$ cat src/rtl/hamming_decode_arbiter_if.sv
// hamming_decode_arbiter_if: requester, decoder and result signals
// for the shared serial Hamming(7,4) decoder arbiter.
interface hamming_decode_arbiter_if #(
  parameter int NUM_CH = 4
);
  localparam int CHW = $clog2(NUM_CH);

  logic [NUM_CH-1:0]   req;
  logic [7*NUM_CH-1:0] code_in;
  logic [NUM_CH-1:0]   gnt;
  logic                dec_ena;
  logic                dec_bit;
  logic                dec_valid;
  logic [3:0]          dec_data;
  logic [2:0]          dec_syndrome;
  logic                res_valid;
  logic                res_ready;
  logic [CHW-1:0]      res_ch;
  logic [3:0]          res_data;
  logic [2:0]          res_syndrome;
  logic                res_timeout;
  logic                busy;
  logic [7:0]          err_count;

  modport master (
    input  req, code_in,
    input  dec_valid, dec_data, dec_syndrome,
    input  res_ready,
    output gnt, dec_ena, dec_bit,
    output res_valid, res_ch, res_data,
    output res_syndrome, res_timeout,
    output busy, err_count
  );

  modport slave (
    output req, code_in,
    output dec_valid, dec_data, dec_syndrome,
    output res_ready,
    input  gnt, dec_ena, dec_bit,
    input  res_valid, res_ch, res_data,
    input  res_syndrome, res_timeout,
    input  busy, err_count
  );
endinterface

$ cat src/rtl/hamming_decode_arbiter.sv
// hamming_decode_arbiter: round-robin share of one serial Hamming(7,4) decoder.
// Define HAMMING_ERR_CNT_EN to enable the saturating corrected-error counter.
module hamming_decode_arbiter #(
  parameter int NUM_CH         = 4,
  parameter int TIMEOUT_CYCLES = 4
) (
  input logic                      clk,
  input logic                      rst_n,
  hamming_decode_arbiter_if.master bus
);
  localparam int CHW = $clog2(NUM_CH);

  typedef enum logic [1:0] {
    IDLE,
    SHIFT,
    WAIT,
    OUT
  } state_t;

  state_t            state;
  logic [CHW-1:0]    ptr;
  logic [6:0]        code_q;
  logic [3:0]        bcnt;
  logic [3:0]        wcnt;
  logic              pick_vld;
  logic [CHW-1:0]    pick_ch;
  logic [CHW-1:0]    idx;
  logic [NUM_CH-1:0] pick_oh;
  logic [6:0]        pick_code;
  logic              take;

  // first requester at or after ptr+1, wrapping
  always_comb begin
    pick_vld = 1'b0;
    pick_ch  = '0;
    idx      = '0;
    for (int i = 1; i <= NUM_CH; i++) begin
      idx = CHW'((int'(ptr) + i) % NUM_CH);
      if (!pick_vld && bus.req[idx]) begin
        pick_vld = 1'b1;
        pick_ch  = idx;
      end
    end
  end

  always_comb begin
    pick_code = '0;
    for (int c = 0; c < NUM_CH; c++) begin
      if (CHW'(c) == pick_ch) begin
        pick_code = bus.code_in[7*c +: 7];
      end
    end
  end

  assign pick_oh = pick_vld ?
    (NUM_CH'(1) << pick_ch) : '0;

  // a grant can follow an OUT handshake directly
  assign take = pick_vld &&
    ((state == IDLE) ||
     (state == OUT && bus.res_ready));

  assign bus.busy = (state != IDLE);

  always_ff @(posedge clk or negedge rst_n) begin
    if (!rst_n) begin
      state            <= IDLE;
      ptr              <= CHW'(NUM_CH - 1);
      code_q           <= '0;
      bcnt             <= '0;
      wcnt             <= '0;
      bus.gnt          <= '0;
      bus.dec_ena      <= 1'b0;
      bus.dec_bit      <= 1'b0;
      bus.res_valid    <= 1'b0;
      bus.res_ch       <= '0;
      bus.res_data     <= '0;
      bus.res_syndrome <= '0;
      bus.res_timeout  <= 1'b0;
    end else begin
      bus.gnt <= '0;
      unique case (state)
        IDLE: begin
        end
        SHIFT: begin
          bcnt <= bcnt + 4'd1;
          if (bcnt == 4'd8) begin
            bus.dec_ena <= 1'b0;
            bus.dec_bit <= 1'b0;
            wcnt        <= '0;
            state       <= WAIT;
          end else begin
            bus.dec_ena <= 1'b1;
            bus.dec_bit <= (bcnt < 4'd7) ?
              code_q[bcnt[2:0]] : 1'b0;
          end
        end
        WAIT: begin
          if (bus.dec_valid) begin
            bus.res_valid    <= 1'b1;
            bus.res_ch       <= ptr;
            bus.res_data     <= bus.dec_data;
            bus.res_syndrome <= bus.dec_syndrome;
            bus.res_timeout  <= 1'b0;
            state            <= OUT;
          end else if (wcnt == 4'(TIMEOUT_CYCLES)) begin
            bus.res_valid    <= 1'b1;
            bus.res_ch       <= ptr;
            bus.res_data     <= '0;
            bus.res_syndrome <= '0;
            bus.res_timeout  <= 1'b1;
            state            <= OUT;
          end else begin
            wcnt <= wcnt + 4'd1;
          end
        end
        OUT: begin
          if (bus.res_ready) begin
            bus.res_valid <= 1'b0;
            if (!pick_vld) begin
              state <= IDLE;
            end
          end
        end
      endcase
      if (take) begin
        bus.gnt <= pick_oh;
        code_q  <= pick_code;
        ptr     <= pick_ch;
        bcnt    <= '0;
        state   <= SHIFT;
      end
    end
  end

`ifdef HAMMING_ERR_CNT_EN
  logic [7:0] err_q;

  always_ff @(posedge clk or negedge rst_n) begin
    if (!rst_n) begin
      err_q <= '0;
    end else if (state == WAIT &&
                 bus.dec_valid &&
                 bus.dec_syndrome != 3'd0 &&
                 err_q != 8'hFF) begin
      err_q <= err_q + 8'd1;
    end
  end

  assign bus.err_count = err_q;
`else
  assign bus.err_count = 8'h00;
`endif

endmodule

$ cat src/flat_wrapper.sv
// flat-port wrapper written by rule: the top's interface ports become plain ports
module hamming_decode_arbiter_flat 
#(
  parameter int NUM_CH         = 4,
  parameter int TIMEOUT_CYCLES = 4
)
  (clk, rst_n, bus_req, bus_code_in, bus_dec_valid, bus_dec_data, bus_dec_syndrome, bus_res_ready, bus_gnt, bus_dec_ena, bus_dec_bit, bus_res_valid, bus_res_ch, bus_res_data, bus_res_syndrome, bus_res_timeout, bus_busy, bus_err_count);
  hamming_decode_arbiter_if #(.NUM_CH(NUM_CH)) bus_i ();
  input logic clk;
  input logic rst_n;
  input wire logic [$bits(bus_i.req)-1:0] bus_req;
  input wire logic [$bits(bus_i.code_in)-1:0] bus_code_in;
  input wire logic [$bits(bus_i.dec_valid)-1:0] bus_dec_valid;
  input wire logic [$bits(bus_i.dec_data)-1:0] bus_dec_data;
  input wire logic [$bits(bus_i.dec_syndrome)-1:0] bus_dec_syndrome;
  input wire logic [$bits(bus_i.res_ready)-1:0] bus_res_ready;
  output wire logic [$bits(bus_i.gnt)-1:0] bus_gnt;
  output wire logic [$bits(bus_i.dec_ena)-1:0] bus_dec_ena;
  output wire logic [$bits(bus_i.dec_bit)-1:0] bus_dec_bit;
  output wire logic [$bits(bus_i.res_valid)-1:0] bus_res_valid;
  output wire logic [$bits(bus_i.res_ch)-1:0] bus_res_ch;
  output wire logic [$bits(bus_i.res_data)-1:0] bus_res_data;
  output wire logic [$bits(bus_i.res_syndrome)-1:0] bus_res_syndrome;
  output wire logic [$bits(bus_i.res_timeout)-1:0] bus_res_timeout;
  output wire logic [$bits(bus_i.busy)-1:0] bus_busy;
  output wire logic [$bits(bus_i.err_count)-1:0] bus_err_count;
  assign bus_i.req = bus_req;
  assign bus_i.code_in = bus_code_in;
  assign bus_i.dec_valid = bus_dec_valid;
  assign bus_i.dec_data = bus_dec_data;
  assign bus_i.dec_syndrome = bus_dec_syndrome;
  assign bus_i.res_ready = bus_res_ready;
  assign bus_gnt = bus_i.gnt;
  assign bus_dec_ena = bus_i.dec_ena;
  assign bus_dec_bit = bus_i.dec_bit;
  assign bus_res_valid = bus_i.res_valid;
  assign bus_res_ch = bus_i.res_ch;
  assign bus_res_data = bus_i.res_data;
  assign bus_res_syndrome = bus_i.res_syndrome;
  assign bus_res_timeout = bus_i.res_timeout;
  assign bus_busy = bus_i.busy;
  assign bus_err_count = bus_i.err_count;
  hamming_decode_arbiter #(.NUM_CH(NUM_CH), .TIMEOUT_CYCLES(TIMEOUT_CYCLES)) u_core (.clk(clk), .rst_n(rst_n), .bus(bus_i));
endmodule
$ cat config.mk
export PLATFORM = sky130hd
export DESIGN_NAME = hamming_decode_arbiter_flat
export DESIGN_NICKNAME = d
export VERILOG_FILES = /design/src/rtl/hamming_decode_arbiter_if.sv /design/src/rtl/hamming_decode_arbiter.sv /design/src/flat_wrapper.sv
export SDC_FILE = /design/constraint.sdc
export NUM_CORES = 1
export LEC_CHECK = 0
export BUFFER_PORTS_ARGS = -buffer_cell sky130_fd_sc_hd__buf_2
export CORE_ASPECT_RATIO = 1.4
export CORE_MARGIN = 1.5
export CORE_UTILIZATION = 40
export CTS_CLUSTER_DIAMETER = 200
export CTS_CLUSTER_SIZE = 10
export DETAILED_ROUTE_END_ITERATION = 10
export PLACE_DENSITY = 0.66
export SYNTH_ARGS = -nofsm -noshare
export SYNTH_HDL_FRONTEND = slang
export SYNTH_SLANG_ARGS = --single-unit
$ cat constraint.sdc
create_clock -name clk -period 2.3 [get_ports clk]
set_clock_uncertainty 0.15 [all_clocks]
set_input_delay 0 -clock clk [delete_from_list [all_inputs] [get_ports clk]]
set_output_delay 0 -clock clk [all_outputs]
set_load 0.005 [all_outputs]
==> impl_metrics.env, run 1 <==
export IMPL_cp_max_fo=13
export IMPL_port_buffers=60
export IMPL_fin_ws_ns=0.1453
export IMPL_comb_power_share_pct=49.0
export IMPL_die_area_mm2=0.005611
export IMPL_layout_common_cells="buf_2 (60), dlygate4sd3_1 (36), dfrtp_1 (34), nand3_1 (14), nor2_1 (13)"
export IMPL_worstSetupEndpoint="u_core.code_q[3]"
export IMPL_cp_slowest_cell="dfstp_2"
export IMPL_min_period_over_period_pct=93.68
export IMPL_syn_inst=194
export IMPL_ys_flop_type="dfrtp_1"
export IMPL_r2r_start="u_core.ptr[1]"
export IMPL_setup_tns_ns=0
export IMPL_antenna_cells=0
export IMPL_cp_end_kind="register"
export IMPL_max_stage_delay_ns=0.58
export IMPL_drive_gt1_share_pct=32.55
export IMPL_cp_required_ns=2.32
export IMPL_met2_usage_pct=34.64
export IMPL_async_flop_share_pct=100.0
export IMPL_pre_cts_ws_ns=0.04236
export IMPL_p_leak_nw=1.410
export IMPL_synth_edf_count=0
export IMPL_timing_final_crit_period_ns=2.155
export IMPL_hold_path_class="in -> reg"
export IMPL_dp_hpwl_mm=3.183
export IMPL_numPlacedInstances=315
export IMPL_maxSlewViolCount=0
export IMPL_cp_cell_sequence="mux2i_1 -> o22ai_2 -> nor2_4 -> buf_12 -> mux2_2 -> a221o_1"
export IMPL_grt_max_degree=37
export IMPL_met3_usage_pct=4.113
export IMPL_wl_mm=4.785
export IMPL_report_final_setup_viol=0
export IMPL_whs_ns=0.001333
export IMPL_rr_endpoint="u_core.code_q[3]"
export IMPL_drv_cap=0
export IMPL_clk_pin_slew_ns=0.07
export IMPL_gp_congestion=0.8888
export IMPL_clk_latency_ns=0.29
export IMPL_place_area_mm2=0.002411
export IMPL_initial_utilization_pct=42.01
export IMPL_final_common_cell="buf_2"
export IMPL_cts_buffers=5
export IMPL_intPower_mw=1.844
export IMPL_seq_area_frac_synth_pct=43.73
export IMPL_ys_types=43
export IMPL_stdcell_count=362
export IMPL_final_antenna_net_count=0
export IMPL_net_switching_power_mw=1.077
export IMPL_grt_busiest_layer="met2"
export IMPL_wl_per_cell_um=13.22
export IMPL_status="finished, final reports clean"
export IMPL_overflow=0
export IMPL_ys_warn_count=0
export IMPL_reg2reg_slack_ns=0.15
export IMPL_syn2layout_area_growth_pct=39.79
export IMPL_vias_per_cell=5.006
export IMPL_final_nets=349
export IMPL_die_y_um=88.03
export IMPL_ys_seq_elements=36
export IMPL_antenna_found_initial=0
export IMPL_drtPass1Iterations=5
export IMPL_swShare_pct=36.86
export IMPL_worstSetupPathType="reg -> reg"
export IMPL_hold_start="bus_code_in[20]"
export IMPL_grt_pass1_wl_mm=8.280
export IMPL_fillers=422
export IMPL_fmax_ghz=0.4641
export IMPL_worstMarginPinSlew_ns=0.7782
export IMPL_slew_limit_headroom_pct=48.12
export IMPL_syn_cell_area_mm2=0.002066
export IMPL_via_count=1812
export IMPL_drc_errors=0
export IMPL_finalHoldViolCount=0
export IMPL_cts_tree="done"
export IMPL_coreArea_mm2=0.004917
export IMPL_num_rows=30
export IMPL_ff2ff_path_depth=6
export IMPL_cts_htree_levels=2
export IMPL_p_per_area_mw_per_mm2=1011
export IMPL_seqPwrFrac_pct=36.3
export IMPL_ir_drop_mv=0.4296
export IMPL_clock_sinks=36
export IMPL_rsz0062_at_grt="no"
export IMPL_synth_area_per_cell_um2=10.65
export IMPL_grtUsageMet1_pct=20.75
export IMPL_grt_pass1_vias=1824
export IMPL_clock_path_buffers=2
export IMPL_worst_setup_path_start_kind="register"
export IMPL_clock_root_buffer="clkbuf_8"
export IMPL_die_w_um=63.74
export IMPL_drtIter0Drc=38
export IMPL_crit_arrival_ns=2.18
export IMPL_fin_area_mm2=0.002888
export IMPL_clkPwrFrac_pct=14.7
export IMPL_io_pins=69
export IMPL_cp_startpoint="u_core.ptr[1]"
export IMPL_track_usage_pct=19.05
cells by family (layout without fill, tap and decap cells):
family | after synthesis | after routing | share of synthesized area, %
other cells | 1 | 8 | 0.1815
flops | 36 | 36 | 43.73
compound gates | 34 | 34 | 14.66
buf+inv | 28 | 125 | 7.329
simple gates | 60 | 60 | 15.20
fa+ha+maj | 9 | 9 | 5.451
mux | 21 | 21 | 11.33
xor+xnor | 5 | 5 | 2.120
stage by stage:
| stage | util (%) | total power [mW] |
|---|---|---|
| after floorplan | - | 2.026 |
| after global placement | 49.03 | 2.378 |
| after detailed placement | 49.03 | 2.413 |
| after CTS | 58.02 | 2.896 |
| after global routing | 58.73 | 3.193 |
| final | 58.73 | 2.921 |
power by group through the flow:
stage / Combinational, mW / Clock (mW) / Sequential (mW)
final: 1.43 / 0.428 / 1.06
after floorplan: 0.965 / 0 / 1.06
after detailed placement: 1.34 / 0 / 1.07
after CTS: 1.39 / 0.445 / 1.06
after global routing: 1.62 / 0.471 / 1.10
after global placement: 1.31 / 0 / 1.07
registers in the layout, indices dropped and copies added (netlist names):
register,cells
u_core.bus.res_valid,1
u_core.bus.dec_bit,1
u_core.bus.res_timeout,1
u_core.bcnt,4
u_core.wcnt,4
u_core.bus.res_data,4
u_core.ptr,2
u_core.bus.res_ch,2
u_core.bus.gnt,4
u_core.state,2
u_core.code_q,7
u_core.bus.dec_ena,1
u_core.bus.res_syndrome,3
layout make-up:
class	instances	area [um^2]	area share (%)
Clock buffer	7	76.32	2.643
Clock inverter	1	5.005	0.1733
Inverter	12	45.04	1.560
Multi-Input combinational cell	137	1037	35.92
Sequential cell	36	903.4	31.28
Tap cell	64	80.08	2.773
Timing Repair Buffer	105	740.7	25.65
Yosys cell counts, types with 2 or more instances:
| master | count | share of area (%) |
|---|---|---|
| ha_1 | 9 | 5.5 |
| buf_2 | 4 | 0.97 |
| inv_1 | 12 | 2.2 |
| nand3_1 | 14 | 3.4 |
| nand2b_1 | 3 | 0.91 |
| buf_4 | 9 | 3.3 |
| a21oi_1 | 5 | 1.2 |
| nand2_1 | 12 | 2.2 |
| a221o_1 | 6 | 2.9 |
| nand4_1 | 2 | 0.61 |
| o21ai_0 | 5 | 1.2 |
| mux2i_1 | 11 | 5.3 |
| clkbuf_1 | 2 | 0.36 |
| xor2_1 | 4 | 1.7 |
| dfstp_2 | 2 | 2.5 |
| mux2_2 | 9 | 4.9 |
| a21bo_2 | 2 | 0.97 |
| nor2_1 | 13 | 2.4 |
| nand3b_1 | 6 | 2.2 |
| dfrtp_1 | 34 | 41 |
| a22o_1 | 7 | 3.0 |
| nor3_1 | 2 | 0.48 |
worst min path at each step:
stage	to	cells past startpoint	slack, ns
3_5_place_dp	u_core.bus.res_data[2]	1	-0.02
5_1_grt	u_core.code_q[3]	4	0.03
4_1_cts	u_core.code_q[6]	4	0.0009
6_report	u_core.code_q[6]	4	0.001
2_1_floorplan	u_core.bcnt[0]	0	-0.45
3_3_place_gp	u_core.bus.res_valid	1	-0.02
worst max-delay path: cells and delay by family, from the launching register on:
| kind | cells | cell delay (ns) |
|---|---|---|
| AO/OA/AOI/OAI | 2 | 0.45 |
| flip-flops | 1 | 0.58 |
| multiplexers | 2 | 0.56 |
| AND/OR/NAND/NOR | 1 | 0.15 |
| buffers and inverters | 1 | 0.15 |
per-layer routing:
metal,part of all wire (%),vias up
met3,4.0,12
met5,0,-
met2,54,63
met4,2.7,0
li1,-,877
met1,39,860
repair_timing:
item / CTS / global route
endpoints found under the hold margin: 50 / 0
resized for setup: 0 / 0
hold buffers: 36 / 0
setup buffers: 0 / 3
endpoints found under the setup margin: 0 / 6
(Power assumes the default switching activity.)
==> run 2, diff against run 1 <==
Settings changed: GPL_TIMING_DRIVEN set to 0, MAX_ROUTING_LAYER set to met4.
==> run 2 against run 1 <==
Net effect:
- via count up 0.11%
- maximum frequency down 0.77%
- combinational power down 4%
- clock power up 6.1%
- final cell count up 1.4%
- largest power group unchanged
- highest routed layer unchanged
==> impl_metrics.env, run 2 (same netlist as run 1, synthesis figures left out) <==
export IMPL_cp_slowest_cell="dfstp_2"
export IMPL_num_rows=30
export IMPL_clock_path_buffers=2
export IMPL_slew_limit_headroom_pct=47.40
export IMPL_final_antenna_net_count=0
export IMPL_die_area_mm2=0.005611
export IMPL_fin_area_mm2=0.002903
export IMPL_clock_sinks=36
export IMPL_io_pins=69
export IMPL_worstSetupPathType="reg -> reg"
export IMPL_p_per_area_mw_per_mm2=1000
export IMPL_gp_congestion=0.8530
export IMPL_max_stage_delay_ns=0.59
export IMPL_maxSlewViolCount=0
export IMPL_clk_latency_ns=0.29
export IMPL_die_y_um=88.03
export IMPL_final_nets=354
export IMPL_overflow=0
export IMPL_comb_power_share_pct=47.1
export IMPL_cts_tree="done"
export IMPL_hold_path_class="in -> reg"
export IMPL_worst_setup_path_start_kind="register"
export IMPL_intPower_mw=1.829
export IMPL_grt_max_degree=37
export IMPL_setup_tns_ns=0
export IMPL_drtPass1Iterations=4
export IMPL_rsz0062_at_grt="no"
export IMPL_clock_root_buffer="clkbuf_8"
export IMPL_worstMarginPinSlew_ns=0.7890
export IMPL_status="finished, final reports clean"
export IMPL_min_period_over_period_pct=94.41
export IMPL_port_buffers=60
export IMPL_final_common_cell="buf_2"
export IMPL_cts_buffers=5
export IMPL_regArea_um2=903.4
export IMPL_drc_errors=0
export IMPL_syn2layout_area_growth_pct=40.52
export IMPL_swShare_pct=37.02
export IMPL_timing_final_crit_period_ns=2.171
export IMPL_p_leak_nw=1.428
export IMPL_seqPwrFrac_pct=37.3
export IMPL_vias_per_cell=4.943
export IMPL_finalHoldViolCount=0
export IMPL_cp_required_ns=2.32
export IMPL_cp_end_kind="register"
export IMPL_ir_drop_mv=0.5382
export IMPL_track_usage_pct=19.14
export IMPL_die_w_um=63.74
export IMPL_via_count=1814
export IMPL_largest_reg_flops=7
export IMPL_pre_cts_ws_ns=0.1197
export IMPL_antenna_cells=0
export IMPL_coreArea_mm2=0.004917
export IMPL_drive_gt1_share_pct=33.66
export IMPL_net_switching_power_mw=1.075
export IMPL_cp_max_fo=8
export IMPL_ctsResizeCount=0
export IMPL_initial_utilization_pct=42.01
export IMPL_cts_htree_levels=2
export IMPL_clkPwrFrac_pct=15.6
export IMPL_dp_hpwl_mm=3.350
export IMPL_clk_pin_slew_ns=0.07
export IMPL_wl_mm=4.903
export IMPL_regMostFlops="u_core.code_q"
export IMPL_layout_common_cells="buf_2 (64), dlygate4sd3_1 (34), dfrtp_1 (34), nand3_1 (14), nor2_1 (13)"
export IMPL_wl_per_cell_um=13.36
export IMPL_report_final_setup_viol=0
export IMPL_cp_cell_sequence="mux2i_1 -> o22ai_2 -> nor2_4 -> mux2_2 -> a221o_1"
export IMPL_place_area_mm2=0.002472
export IMPL_grt_pass1_vias=1810
export IMPL_drtIter0Drc=90
export IMPL_multi_input_area_mm2=0.001037
export IMPL_drv_cap=0
export IMPL_crit_arrival_ns=2.19
export IMPL_fmax_ghz=0.4605
export IMPL_grt_pass1_wl_mm=8.059
export IMPL_fillers=437
export IMPL_antenna_found_initial=0
export IMPL_fin_ws_ns=0.1285
[run 2: through the flow]
stage / util [%] / hold slack, ns / total power [mW] / cells
after CTS: 59.03 / 0.0003215 / 2.926 / 367
after global placement: 50.28 / -0.02142 / 2.385 / 325
after detailed placement: 50.28 / -0.02433 / 2.423 / 325
final: 59.03 / 0.007878 / 2.904 / 367
after floorplan: - / -0.4456 / 2.026 / 201
after global routing: 59.03 / 0.02252 / 3.153 / 367
[run 2: power by group through the flow]
stage / Sequential [mW] / Combinational, mW / Clock (mW)
after global placement: 1.08 / 1.30 / 0
after detailed placement: 1.09 / 1.33 / 0
after CTS: 1.08 / 1.38 / 0.464
final: 1.08 / 1.37 / 0.454
after global routing: 1.12 / 1.54 / 0.494
after floorplan: 1.06 / 0.965 / 0
[run 2: final timing paths]
check	startpoint	endpoint	slack (ns)	cells past startpoint
min	bus_code_in[27]	u_core.code_q[6]	0.008	4
max	u_core.ptr[1]	u_core.code_q[2]	0.13	5
max in group asynchronous	rst_n	u_core.bcnt[0]	1.32	2
min in group asynchronous	rst_n	u_core.bus.res_data[2]	0.17	2
min reg2reg	u_core.bus.res_ch[1]	u_core.bus.res_ch[1]	0.33	2
max reg2reg	u_core.ptr[1]	u_core.code_q[2]	0.13	5
[run 2: worst max-delay path, delay by kind of cell (launching register included)]
kind / cells / cell delay (ns)
mux: 2 / 0.61
flops: 1 / 0.59
compound gates: 2 / 0.46
simple gates: 1 / 0.25
[run 2: cell type report]
| cell class | instances | area share, % |
|---|---|---|
| multi-input combinational | 137 | 35.73 |
| tap | 64 | 2.759 |
| buffer | 16 | 3.664 |
| inverter | 12 | 1.552 |
| timing repair buffer | 94 | 22.07 |
| sequential | 36 | 31.12 |
| clock buffer | 8 | 3.103 |
[run 2: what timing repair did]
| item | 4_1_cts | 5_1_grt |
|---|---|---|
| buffers inserted | 0 | 0 |
| hold endpoints to repair | 51 | 0 |
| setup endpoints to repair | 0 | 0 |
| hold buffers | 34 | 0 |
[run 2: layer usage]
layer  part of all wire [%]  GRT usage (%)  routed length (um)
met1                     39          19.79                1919
met2                     56          35.31                2723
met3                    3.7          3.342                 183
met4                    1.6          8.498                  77
met5                      0              -                   0
==> run 3, diff against run 2 <==
Settings changed: ABC_AREA set to 1, PLACE_DENSITY 0.66 to not set.
==> run 3 against run 2 <==
Net effect:
- critical path depth increased by 10
- highest routed layer unchanged
- global-route usage up 1.3 points
- largest power group unchanged
- synthesized area grew 11%
- synthesized cell count is 53% higher
- critical endpoint is now u_core.code_q[4]
==> impl_metrics.env, run 3 <==
export IMPL_status="finished, final reports clean"
export IMPL_ir_drop_mv=0.9876
export IMPL_p_per_area_mw_per_mm2=1397
export IMPL_final_common_cell="nand2_1"
export IMPL_worstSetupPathType="reg -> reg"
export IMPL_grt_pass1_wl_mm=9.618
export IMPL_hold_path_class="in -> reg"
export IMPL_ff2ff_path_depth=15
export IMPL_timing_final_crit_period_ns=2.171
export IMPL_syn_cell_area_mm2=0.002288
export IMPL_r2r_start="u_core.ptr[1]"
export IMPL_clk_pin_slew_ns=0.07
export IMPL_vias_per_cell=4.752
export IMPL_worst_setup_path_start_kind="register"
export IMPL_p_leak_nw=1.706
export IMPL_cts_tree="done"
export IMPL_holdPathStages=5
export IMPL_cts_buffers=5
export IMPL_reg2reg_slack_ns=0.13
export IMPL_initial_utilization_pct=41.42
export IMPL_layout_common_cells="nand2_1 (79), buf_2 (62), dlygate4sd3_1 (36), dfrtp_1 (34), nand3_1 (31)"
export IMPL_final_nets=460
export IMPL_die_y_um=92.50
export IMPL_antenna_cells=0
export IMPL_max_stage_delay_ns=0.61
export IMPL_rr_endpoint="u_core.code_q[4]"
export IMPL_dp_hpwl_mm=3.842
export IMPL_yosys_top_cells_area="dfrtp_1 (37%), nand2_1 (13%), nand3_1 (6.8%)"
export IMPL_ys_seq_elements=36
export IMPL_hold_start="bus_res_ready"
export IMPL_regMostFlops="u_core.code_q"
export IMPL_overflow=0
export IMPL_cp_slowest_cell="dfstp_2"
export IMPL_fin_ws_ns=0.1292
export IMPL_pre_cts_ws_ns=-0.07244
export IMPL_wl_per_cell_um=11.80
export IMPL_synth_top_cell_by_area="dfrtp_1"
export IMPL_min_to="u_core.bus.res_valid"
export IMPL_track_usage_pct=20.45
export IMPL_synth_edf_count=0
export IMPL_ys_warn_count=0
export IMPL_setup_tns_ns=0
export IMPL_grt_max_degree=37
export IMPL_worstMarginPinSlew_ns=0.7788
export IMPL_drv_cap=0
export IMPL_antenna_found_initial=0
export IMPL_largest_reg_flops=7
export IMPL_maxSlewViolCount=0
export IMPL_drc_errors=0
export IMPL_coreArea_mm2=0.005525
export IMPL_ys_flop_type="dfrtp_1"
export IMPL_drtPass1Iterations=4
export IMPL_clk_latency_ns=0.28
export IMPL_synth_common_cells="nand2_1 (81), dfrtp_1 (34), nand3_1 (31)"
export IMPL_syn_inst=296
export IMPL_slew_limit_headroom_pct=48.08
export IMPL_fmax_ghz=0.4607
export IMPL_wl_mm=5.618
export IMPL_finalHoldViolCount=0
export IMPL_cts_htree_levels=2
export IMPL_cp_cell_sequence="buf_12 -> nand2_1 -> nand2_2 -> nand2_4 -> nand2_4 -> nor2_1 -> nor2_1 -> nand2_2 -> nand2_4 -> inv_6 -> buf_12 -> o21ai_1 -> nand3_1 -> nand2_1 -> nand2_1"
export IMPL_clock_root_buffer="clkbuf_8"
export IMPL_port_buffers=60
export IMPL_drive_gt1_share_pct=29.66
export IMPL_synth_top_area_share_pct=37.18
export IMPL_min_period_over_period_pct=94.38
export IMPL_cp_max_fo=10
export IMPL_final_antenna_net_count=0
export IMPL_yosysMostFrequentCell="nand2_1"
export IMPL_fillers=525
export IMPL_io_pins=69
export IMPL_report_final_setup_viol=0
export IMPL_syn2layout_area_growth_pct=40.19
export IMPL_synth_area_per_cell_um2=7.731
export IMPL_crit_arrival_ns=2.20
export IMPL_async_flop_share_pct=100.0
export IMPL_cp_startpoint="u_core.ptr[1]"
export IMPL_num_rows=32
export IMPL_cp_end_kind="register"
export IMPL_via_count=2262
export IMPL_grt_pass1_vias=2205
export IMPL_seq_area_frac_synth_pct=39.48
export IMPL_cp_required_ns=2.33
export IMPL_die_w_um=66.93
export IMPL_die_area_mm2=0.006190
export IMPL_rsz0062_at_grt="yes"
export IMPL_gp_congestion=0.7747
export IMPL_clock_sinks=36
export IMPL_drtIter0Drc=46
export IMPL_ys_types=35
export IMPL_clock_path_buffers=2
==> run 3: changes by cell type after synthesis, sizes merged, moves of 4 or more <==
| cell | previous run | this run |
|---|---|---|
| a221o | 6 | 0 |
| nor2 | 14 | 21 |
| o21ai | 5 | 14 |
| mux2i | 11 | 0 |
| inv | 12 | 30 |
| a22o | 7 | 1 |
| a21oi | 6 | 16 |
| nand2 | 12 | 98 |
| nand3 | 14 | 36 |
| nand3b | 6 | 2 |
| mux2 | 9 | 0 |
==> run 3: final cells by class <==
class,count,area [um^2],share of cell area (%)
multi-input cells,222,1185,36.93
flip-flops and latches,36,903.4,28.16
well taps,68,85.08,2.652
clock buffers,7,96.34,3.003
inverters,30,122.6,3.822
repair buffers,100,703.2,21.92
plain buffers,13,112.6,3.510
==> run 3: worst max path at each step <==
| stage | depth (start not counted) | endpoint | slack (ns) |
|---|---|---|---|
| final | 15 | u_core.code_q[4] | 0.13 |
| after global routing | 15 | u_core.code_q[4] | -0.03 |
| after CTS | 10 | u_core.wcnt[2] | 0.05 |
| after detailed placement | 10 | u_core.wcnt[2] | -0.07 |
| after global placement | 10 | u_core.wcnt[2] | -0.04 |
| after floorplan | 10 | u_core.wcnt[2] | 0.31 |
==> run 3: worst max-delay path: cells and delay by family, from the launching register on <==
kind | cells | cell delay [ns]
flops | 1 | 0.61
buf+inv | 3 | 0.31
simple gates | 11 | 0.87
compound gates | 1 | 0.12
==> run 3: where the power goes <==
group / total [mW] / internal, mW / switching (mW) / leakage (nW)
Combinational: 2.89 / 1.17 / 1.72 / 1.20
Clock: 0.479 / 0.267 / 0.212 / 0.0503
Sequential: 1.11 / 0.920 / 0.194 / 0.451
==> run 3: cell families (layout without fill, tap and decap cells) <==
| group | after synthesis | after routing | share of synthesized area (%) |
|---|---|---|---|
| flops | 36 | 36 | 39.48 |
| simple gates | 166 | 166 | 34.99 |
| compound gates | 37 | 37 | 9.295 |
| fa+ha+maj | 9 | 9 | 4.921 |
| buf+inv | 45 | 150 | 10.39 |
| other cells | 1 | 8 | 0.1639 |
| xor+xnor | 2 | 2 | 0.7656 |
==> run 3: stage by stage <==
stage	hold slack (ns)	power (mW)	std cells	utilization (%)	area, um^2
finish	0.02600	4.482	476	58.06	3208
global route	0.09563	4.954	476	58.06	3208
CTS	0.01438	4.417	474	57.13	3157
detailed placement	-0.01741	3.862	431	48.87	2700
global placement	-0.007790	3.801	431	48.87	2700
floorplan	-0.4456	3.212	303	-	2315
==> run 3: timing repair <==
item | in CTS | in global routing
endpoints found under the hold margin | 48 | 0
hold buffers | 36 | 0
buffers inserted | 0 | 4
setup endpoints to repair | 1 | 15
gates resized for setup | 1 | 6
gates cloned | 0 | 0
pin swaps | 0 | 6
==> run 3: routing by layer <==
metal  vias to the layer above  wire length, um  part of all wire [%]  GRT usage (%)
met2                        61             2888                    51          35.92
met3                        14              258                   4.6          4.496
met1                      1017             2321                    41          22.14
met5                         -                0                     0              -
met4                         0              150                   2.7          7.483
li1                       1170                -                     -              -
